==> config.mk <==
export PLATFORM = sky130hd
export DESIGN_NAME = sfx_sequencer
export DESIGN_NICKNAME = d
export VERILOG_FILES = /design/src/rtl/sfx_sequencer.sv
export SDC_FILE = /design/constraint.sdc
export NUM_CORES = 1
export LEC_CHECK = 0
export BUFFER_PORTS_ARGS = -buffer_cell sky130_fd_sc_hd__clkbuf_2
export CORE_ASPECT_RATIO = 0.7
export CORE_MARGIN = 2
export CORE_UTILIZATION = 45
export CTS_CLUSTER_DIAMETER = 40
export CTS_CLUSTER_SIZE = 25
export DETAILED_ROUTE_END_ITERATION = 7
export GPL_TIMING_DRIVEN = 0
export MAX_ROUTING_LAYER = met4
export SETUP_SLACK_MARGIN = 0.05
export SYNTH_ARGS = -nofsm -noshare
export SYNTH_HDL_FRONTEND = slang
export SYNTH_SLANG_ARGS = --single-unit
export TNS_END_PERCENT = 50
==> constraint.sdc <==
create_clock -name clk -period 5.3 [get_ports clk]
set_clock_uncertainty 0.15 [all_clocks]
set_input_delay 0.795 -clock clk [delete_from_list [all_inputs] [get_ports clk]]
set_output_delay 0.795 -clock clk [all_outputs]
set_load 0.05 [all_outputs]
==> src/rtl/sfx_sequencer.sv <==
// sfx_sequencer: sweeps a VCO frequency from start_freq to end_freq in
// steps of `step`, one step every max(tick_div,1) clocks. It then holds
// end_freq for hold_ticks+1 ticks and pulses done for one cycle.
//
// Ports:
//   clk, reset     - clock; asynchronous active-high reset
//   start_valid/ready, start_freq, end_freq, step, tick_div, hold_ticks,
//   mixer_in       - effect request; all fields are sampled on accept
//   abort          - synchronous cancel; the effect ends without done
//   vco_freq, mixer - registered controls for the sound generator
//   busy, done     - status: busy in SWEEP/HOLD, done pulses on completion
module sfx_sequencer #(
    parameter int FREQ_W = 12,
    parameter int DIV_W  = 16
) (
    input  logic              clk,
    input  logic              reset,
    input  logic              start_valid,
    output logic              start_ready,
    input  logic [FREQ_W-1:0] start_freq,
    input  logic [FREQ_W-1:0] end_freq,
    input  logic [7:0]        step,
    input  logic [DIV_W-1:0]  tick_div,
    input  logic [7:0]        hold_ticks,
    input  logic [3:0]        mixer_in,
    input  logic              abort,
    output logic [FREQ_W-1:0] vco_freq,
    output logic [3:0]        mixer,
    output logic              busy,
    output logic              done
);

    typedef enum logic [1:0] {IDLE, SWEEP, HOLD, DONE} state_t;

    state_t            state;
    logic [DIV_W-1:0]  tick_cnt;
    logic [7:0]        hold_cnt;
    logic [FREQ_W-1:0] end_q;
    logic [7:0]        step_q;
    logic [DIV_W-1:0]  reload_q;
    logic [7:0]        hold_q;
    logic [3:0]        mix_q;

    logic              accept;
    logic              tick;
    logic [DIV_W-1:0]  div_m1;
    logic [FREQ_W:0]   up_sum;
    logic [FREQ_W-1:0] dn_diff;
    logic [FREQ_W-1:0] step_w;
    logic [FREQ_W-1:0] next_up;
    logic [FREQ_W-1:0] next_dn;

    assign start_ready = (state == IDLE) & ~abort;
    assign accept      = start_valid & start_ready;
    assign busy        = (state == SWEEP) | (state == HOLD);
    assign done        = (state == DONE);
    assign tick        = (tick_cnt == '0);

    // tick_div of 0 behaves like 1 (tick every cycle)
    assign div_m1 = (tick_div == '0) ? '0 : tick_div - 1'b1;

    // Extra carry bit keeps the upward sum from wrapping past the top of
    // the frequency range; the downward path compares the remaining
    // distance against step, so it can never underflow. A zero step
    // jumps straight to the end frequency.
    assign step_w  = FREQ_W'(step_q);
    assign up_sum  = {1'b0, vco_freq} + (FREQ_W+1)'(step_q);
    assign dn_diff = vco_freq - end_q;
    assign next_up = (step_q == '0 || up_sum > {1'b0, end_q}) ? end_q : up_sum[FREQ_W-1:0];
    assign next_dn = (step_q == '0 || dn_diff <= step_w) ? end_q : vco_freq - step_w;

    always_ff @(posedge clk or posedge reset) begin
        if (reset) begin
            state    <= IDLE;
            vco_freq <= '0;
            mixer    <= '0;
            tick_cnt <= '0;
            hold_cnt <= '0;
            end_q    <= '0;
            step_q   <= '0;
            reload_q <= '0;
            hold_q   <= '0;
            mix_q    <= '0;
        end else begin
            case (state)
                IDLE: begin
                    if (accept) begin
                        end_q    <= end_freq;
                        step_q   <= step;
                        reload_q <= div_m1;
                        hold_q   <= hold_ticks;
                        mix_q    <= mixer_in;
                        vco_freq <= start_freq;
                        tick_cnt <= div_m1;
                        mixer    <= mixer_in;
                        state    <= SWEEP;
                    end
                end
                SWEEP, HOLD: begin
                    if (abort) begin
                        state <= IDLE;
                        mixer <= '0;
                    end else begin
                        tick_cnt <= tick ? reload_q : tick_cnt - 1'b1;
                        if (tick) begin
                            if (state == SWEEP) begin
                                if (vco_freq == end_q) begin
                                    state    <= HOLD;
                                    hold_cnt <= hold_q;
                                end else if (end_q > vco_freq) begin
                                    vco_freq <= next_up;
                                end else begin
                                    vco_freq <= next_dn;
                                end
                            end else if (hold_cnt == '0) begin
                                state <= DONE;
                                mixer <= '0;
                            end else begin
                                hold_cnt <= hold_cnt - 1'b1;
                            end
                        end
                    end
                end
                default: begin
                    // DONE (with or without abort) always returns to IDLE
                    state <= IDLE;
                    mixer <= '0;
                end
            endcase
        end
    end

endmodule

Word level (Yosys, flattened, before mapping)
Index checks and enable logic that the tools add are counted.

storage, ports and cells
  bits in writable memories = 0
  ROM bits = 0
  register bits = 86
  logic and storage cells = 83
  latch bits = 0
  memories = 0

cells by class
  add/subtract/negate cells = 6
  bitwise operators = 4
  equal/unequal tests = 16
  magnitude comparators = 3
  multipliers = 0
  muxes and demuxes = 30
  reductions and logical operators = 15
  shift operators = 0
  div/mod/pow operators = 0

operators by type and width
  cell                   count
  $mux 12                8
  $mux 16                4
  $logic_not 16->1       2
  $pmux 16 s2            1
  $sub 16x1->16 const B  2
  $mux 8                 3
  $pmux 12 s2            1
  $mux 4                 5
  $logic_not 8->1        2
  $add 12x8->13          1
  $gt 13x12->1           1
  $eq 12x12->1           1
  $gt 12x12->1           1
  $le 12x8->1            1
  $mux 2                 6
  $ne 2x2->1 const B     6
  $sub 12x12->12         1
  $sub 12x8->12          1
  $ne 3x3->1 const B     3
  $ne 4x4->1 const B     2
  $pmux 4 s2             1
  $reduce_and 4->1       2
  $sub 8x1->8 const B    1
  $reduce_and 6->1       1
  14 further kinds       17

Depth between registers and ports, before layout
  depth after elaboration = 10
  gate-level depth with buffers = 19
  mapped depth without buffers = 18

Worst setup path after synthesis
Ideal clock, no wire load.

  path kind = flip-flop to flip-flop
  start = register vco_freq[0]
  end = register vco_freq[7]
  data required time = 5028 ps
  library setup time = 122 ps
  buffers on the path = 0
  data arrival time = 4170 ps
  setup slack = 858 ps
  cell stages (with the launch flop) = 18
  cells stage by stage = dfrtp_1 -> ha_1 -> fa_1 -> nor2b_1 -> o211ai_1 -> a2bb2oi_1 -> and3_1 -> xor2_1 -> ha_1 -> a21o_1 -> a211oi_1 -> o221ai_1 -> o21ai_0 -> a21oi_1 -> or2_2 -> a221o_1 -> a21oi_1 -> nor3_1

between the ends
  cells in the longest elaborated chain, start to end = 10

RTL lines
  item                                                    RTL line  RTL
  start: declaration                                      27        output logic [FREQ_W-1:0] vco_freq,
  start signal: assignment                                93        vco_freq <= start_freq;
  start signal: assignment                                111       vco_freq <= next_up;
  start signal: assignment                                113       vco_freq <= next_dn;
  $add 12x8->13 / $sub 12x12->12 (equally long branches)  67, 68
  $gt 13x12->1 / $le 12x8->1 (equally long branches)      69, 70
  $logic_or 1x1->1, on equally long branches              69, 70
  $mux 12, on equally long branches                       69, 70
  $mux 12                                                 110       end else if (end_q > vco_freq) begin
  $mux 12                                                 107       if (vco_freq == end_q) begin
  $mux 12                                                 106       if (state == SWEEP) begin
  $mux 12                                                 105       if (tick) begin
  $mux 12                                                 100       if (abort) begin
  $pmux 12 s2                                             85        case (state)

Several ways; a longest one is shown, not always the timed one. The select of a mux whose other input is x is not followed.
A chain may end at the register's enable or synchronous reset.

Worst setup path in the final report
  start = register step_q[2]
  end = register vco_freq[7]

between the ends
  cells in the longest elaborated chain, start to end = 10

RTL lines
  item                      RTL line  RTL
  start: declaration        39        logic [7:0] step_q;
  start signal: assignment  89        step_q <= step;
  $add 12x8->13             67        assign up_sum = {1'b0, vco_freq} + (FREQ_W+1)'(step_q);
  $gt 13x12->1              69        assign next_up = (step_q == '0 || up_sum > {1'b0, end_q}) ? end_q : up_sum[FREQ_W-1:0];
  $logic_or 1x1->1          69
  $mux 12                   69
  $mux 12 (*)               110
  $mux 12 (*)               107
  $mux 12 (*)               106
  $mux 12 (*)               105
  $mux 12 (*)               100
  $pmux 12 s2 (*)           85

Mark *: on every way between the ends. The rest lies on a longest branch, timed or not. The select of a mux whose other input is x is not followed.

==> impl_metrics.toml <==
[synthesis]
synth_seq_cells = 86
sequential_to_total_area_share_from_yosys_stat = 0.320
ys_types = 69
synth.net_count = 980
syn_avg_cell_area_um2 = 7.87
synth.top_cells.by_area = "sky130_fd_sc_hd__dfrtp_1, sky130_fd_sc_hd__ha_1, sky130_fd_sc_hd__nand2_1"
netlist_instances = 856
synthFlopType = "sky130_fd_sc_hd__dfrtp_1"
yosys.area.top_type = "sky130_fd_sc_hd__dfrtp_1"
synth-edff-count = 0
synth_top_area_share = 0.320
netlist_area_um2 = 6740
ys.warnings.count = 0
proportion_of_register_bits_with_asynchronous_set_or_reset_after_synthesis = 1.00

[grt]
grt_max_degree = 69
wire_length_of_the_first_global_routing_pass_um = 33300
grt_overflow = 0
antenna_found_initial = 0
grt_usage = 0.277
grt_pass1_vias = 6019

[cells_and_area]
flow.area_growth_from_synthesis_pct = 15.4
design.final.nets = 1075
stdcell_count = 1151
antenna_cells = 0
final_layout_size_suffix_gt1_frac = 0.138

[timing]
min_period_ns = 5.15
max_freq_mhz = 194
unrepaired_setup_endpoints_after_global_routing = "no"
setup_violations = 0
worstMarginPinSlew_ns = 0.795
timing.final.hold_violations = 0
final.setup.tns_ns = 0
timing.final.crit_share = 0.972
worst_slew_margin_rel = 0.470
timing.final.max_slew_violations = 0

[setup_path]
end_kind = "register"
critPathRequiredTime_ns = 5.37
worstReg2RegEnd = "vco_freq[7]"
timing.reg2reg.setup_slack_ns = 0.15
worst-setup-path-type = "reg -> reg"
worst_setup_path_startpoint = "step_q[2]"
critPathArrivalTime_ns = 5.22
critPathMaxFanout = 8
r2r.worst_path.cells = 17
launch_point_of_the_worst_reg_to_reg_path = "step_q[2]"
cp-start-kind = "register"

[drt]
antenna_violating_nets_left = 0
drt-pass1-iter-count = 5
drt_iter0_drc = 468
wl_final_um = 20700
routed_wire_length_per_instance_um = 18.0
post_drt_via_cell_ratio = 5.67
route.detailed.drc = 0
num_vias = 6526

[place]
dp_hpwl_um = 16000
portBuffers = 82
gp_routability_congestion = 0.935
placed_cells = 1134

[floorplan]
area_of_the_die_um2 = 16000
start_util = 0.459
num_io_pins = 83
die_width_um = 150
core_area_um2 = 14700
placement_rows = 37
die_height_um = 106

[clock_network]
worstSkewPairLatency_ns = 0.35
clk_pin_slew_worst_paths_ns = 0.07
hold_buffers = 0
cts_made_buffers = 9
root_buffer = "sky130_fd_sc_hd__clkbuf_16"
cts_tree = "done"
clock_tree_buffer_depth = 2
clock-sinks = 86
clock_tree.htree_level_count = 3

[min_path]
hold_path_class = "in -> async"

[status]
status = "complete, no violations"

[flow_run]
maxCapViolCount = 0
[worst max path at each step]
stage	end	cells past startpoint
after floorplan	vco_freq[7]	17
after global placement	vco_freq[7]	17
after detailed placement	vco_freq[7]	17
after CTS	vco_freq[7]	17
after global routing	vco_freq[7]	17
final	vco_freq[7]	17
[synthesized netlist by cell type, types with 9 or more instances]
library cell	number
sky130_fd_sc_hd__dfrtp_1	86
sky130_fd_sc_hd__xor2_1	15
sky130_fd_sc_hd__xnor2_1	26
sky130_fd_sc_hd__nand3_1	13
sky130_fd_sc_hd__ha_1	57
sky130_fd_sc_hd__a21o_1	10
sky130_fd_sc_hd__a21oi_1	63
sky130_fd_sc_hd__o21ai_0	93
sky130_fd_sc_hd__nor2b_1	11
sky130_fd_sc_hd__nor3_1	31
sky130_fd_sc_hd__clkbuf_1	29
sky130_fd_sc_hd__inv_1	56
sky130_fd_sc_hd__nor2_1	67
sky130_fd_sc_hd__a31oi_1	9
sky130_fd_sc_hd__nand2_1	134
sky130_fd_sc_hd__o211ai_1	11
[registers in the layout, indices dropped and copies added (netlist names)]
name,flops
tick_cnt,16
hold_cnt,8
state,2
step_q,8
reload_q,16
mixer,4
hold_q,8
end_q,12
vco_freq,12
[cell families after synthesis]
group	synth area share
flip-flops	0.320
XOR/XNOR	0.0533
multiplexers	0.00762
AND/OR/NAND/NOR	0.225
buffers and inverters	0.0550
AO/OA/AOI/OAI	0.225
adder cells (fa/ha/maj)	0.115
[layer usage]
metal	wire length, um	share of wire	up-vias	GRT usage
met1	10900	0.52	3084	0.446
met2	8070	0.39	230	0.354
met3	1660	0.080	12	0.0536
li1	-	-	3200	-
met5	0	0	-	-
met4	138	0.0067	0	0.0425
[area by class of cell]
class | count | area [um^2]
fill | 1473 | 6910
tap | 195 | 244
multi-input combinational | 677 | 4230
clock inverter | 7 | 104
buffer | 36 | 156
clock buffer | 9 | 225
inverter | 57 | 216
sequential | 86 | 2150
timing repair buffer | 84 | 445
[cells in the final DEF (no fill, tap or decap), drive strengths merged, types with 10 or more instances in the layout]
| cell type | netlist | final |
|---|---|---|
| nand3 | 13 | 13 |
| dfrtp | 86 | 86 |
| o21ai | 95 | 95 |
| nor2b | 11 | 11 |
| xnor2 | 26 | 26 |
| or2 | 10 | 10 |
| xor2 | 15 | 15 |
| o211ai | 11 | 11 |
| nand2 | 134 | 134 |
| nor3 | 31 | 31 |
| clkbuf | 30 | 121 |
| ha | 57 | 57 |
| a21oi | 64 | 64 |
| nor2 | 67 | 67 |
| a21o | 11 | 11 |
| inv | 56 | 58 |
[worst max-delay path, stage by stage, from the launching register on]
cell                       delay [ns]
sky130_fd_sc_hd__dfrtp_1         0.38
sky130_fd_sc_hd__inv_1           0.18
sky130_fd_sc_hd__ha_1            0.26
sky130_fd_sc_hd__clkbuf_1        0.20
sky130_fd_sc_hd__a221oi_2        0.42
sky130_fd_sc_hd__o221ai_1        0.32
sky130_fd_sc_hd__o41ai_1         0.44
sky130_fd_sc_hd__xor2_1          0.17
sky130_fd_sc_hd__ha_1            0.22
sky130_fd_sc_hd__a21o_1          0.17
sky130_fd_sc_hd__a211oi_1        0.36
sky130_fd_sc_hd__o221ai_1        0.18
sky130_fd_sc_hd__o21ai_0         0.35
sky130_fd_sc_hd__a21oi_1         0.20
sky130_fd_sc_hd__or2_2           0.39
sky130_fd_sc_hd__a221o_1         0.35
sky130_fd_sc_hd__a21oi_1         0.21
sky130_fd_sc_hd__nor3_1          0.09
[metrics by stage]
step	utilization	instance area [um^2]	hold WS (ns)	setup slack, ns
6_report	0.529	7770	0.228	0.149
5_1_grt	0.529	7770	0.249	0.0540
4_1_cts	0.528	7750	0.232	0.119
3_5_place_dp	0.506	7420	0.313	0.164
3_3_place_gp	0.504	7390	0.314	0.102
2_1_floorplan	-	6740	0.296	0.858
[what timing repair did]
action                                  CTS  global route
endpoints found under the setup margin    0             9
gates resized for setup                   0             3
setup buffers                             0             1
Power is not shown: default switching activity piles up to over one toggle a cycle in this logic, so the estimate is an artifact.
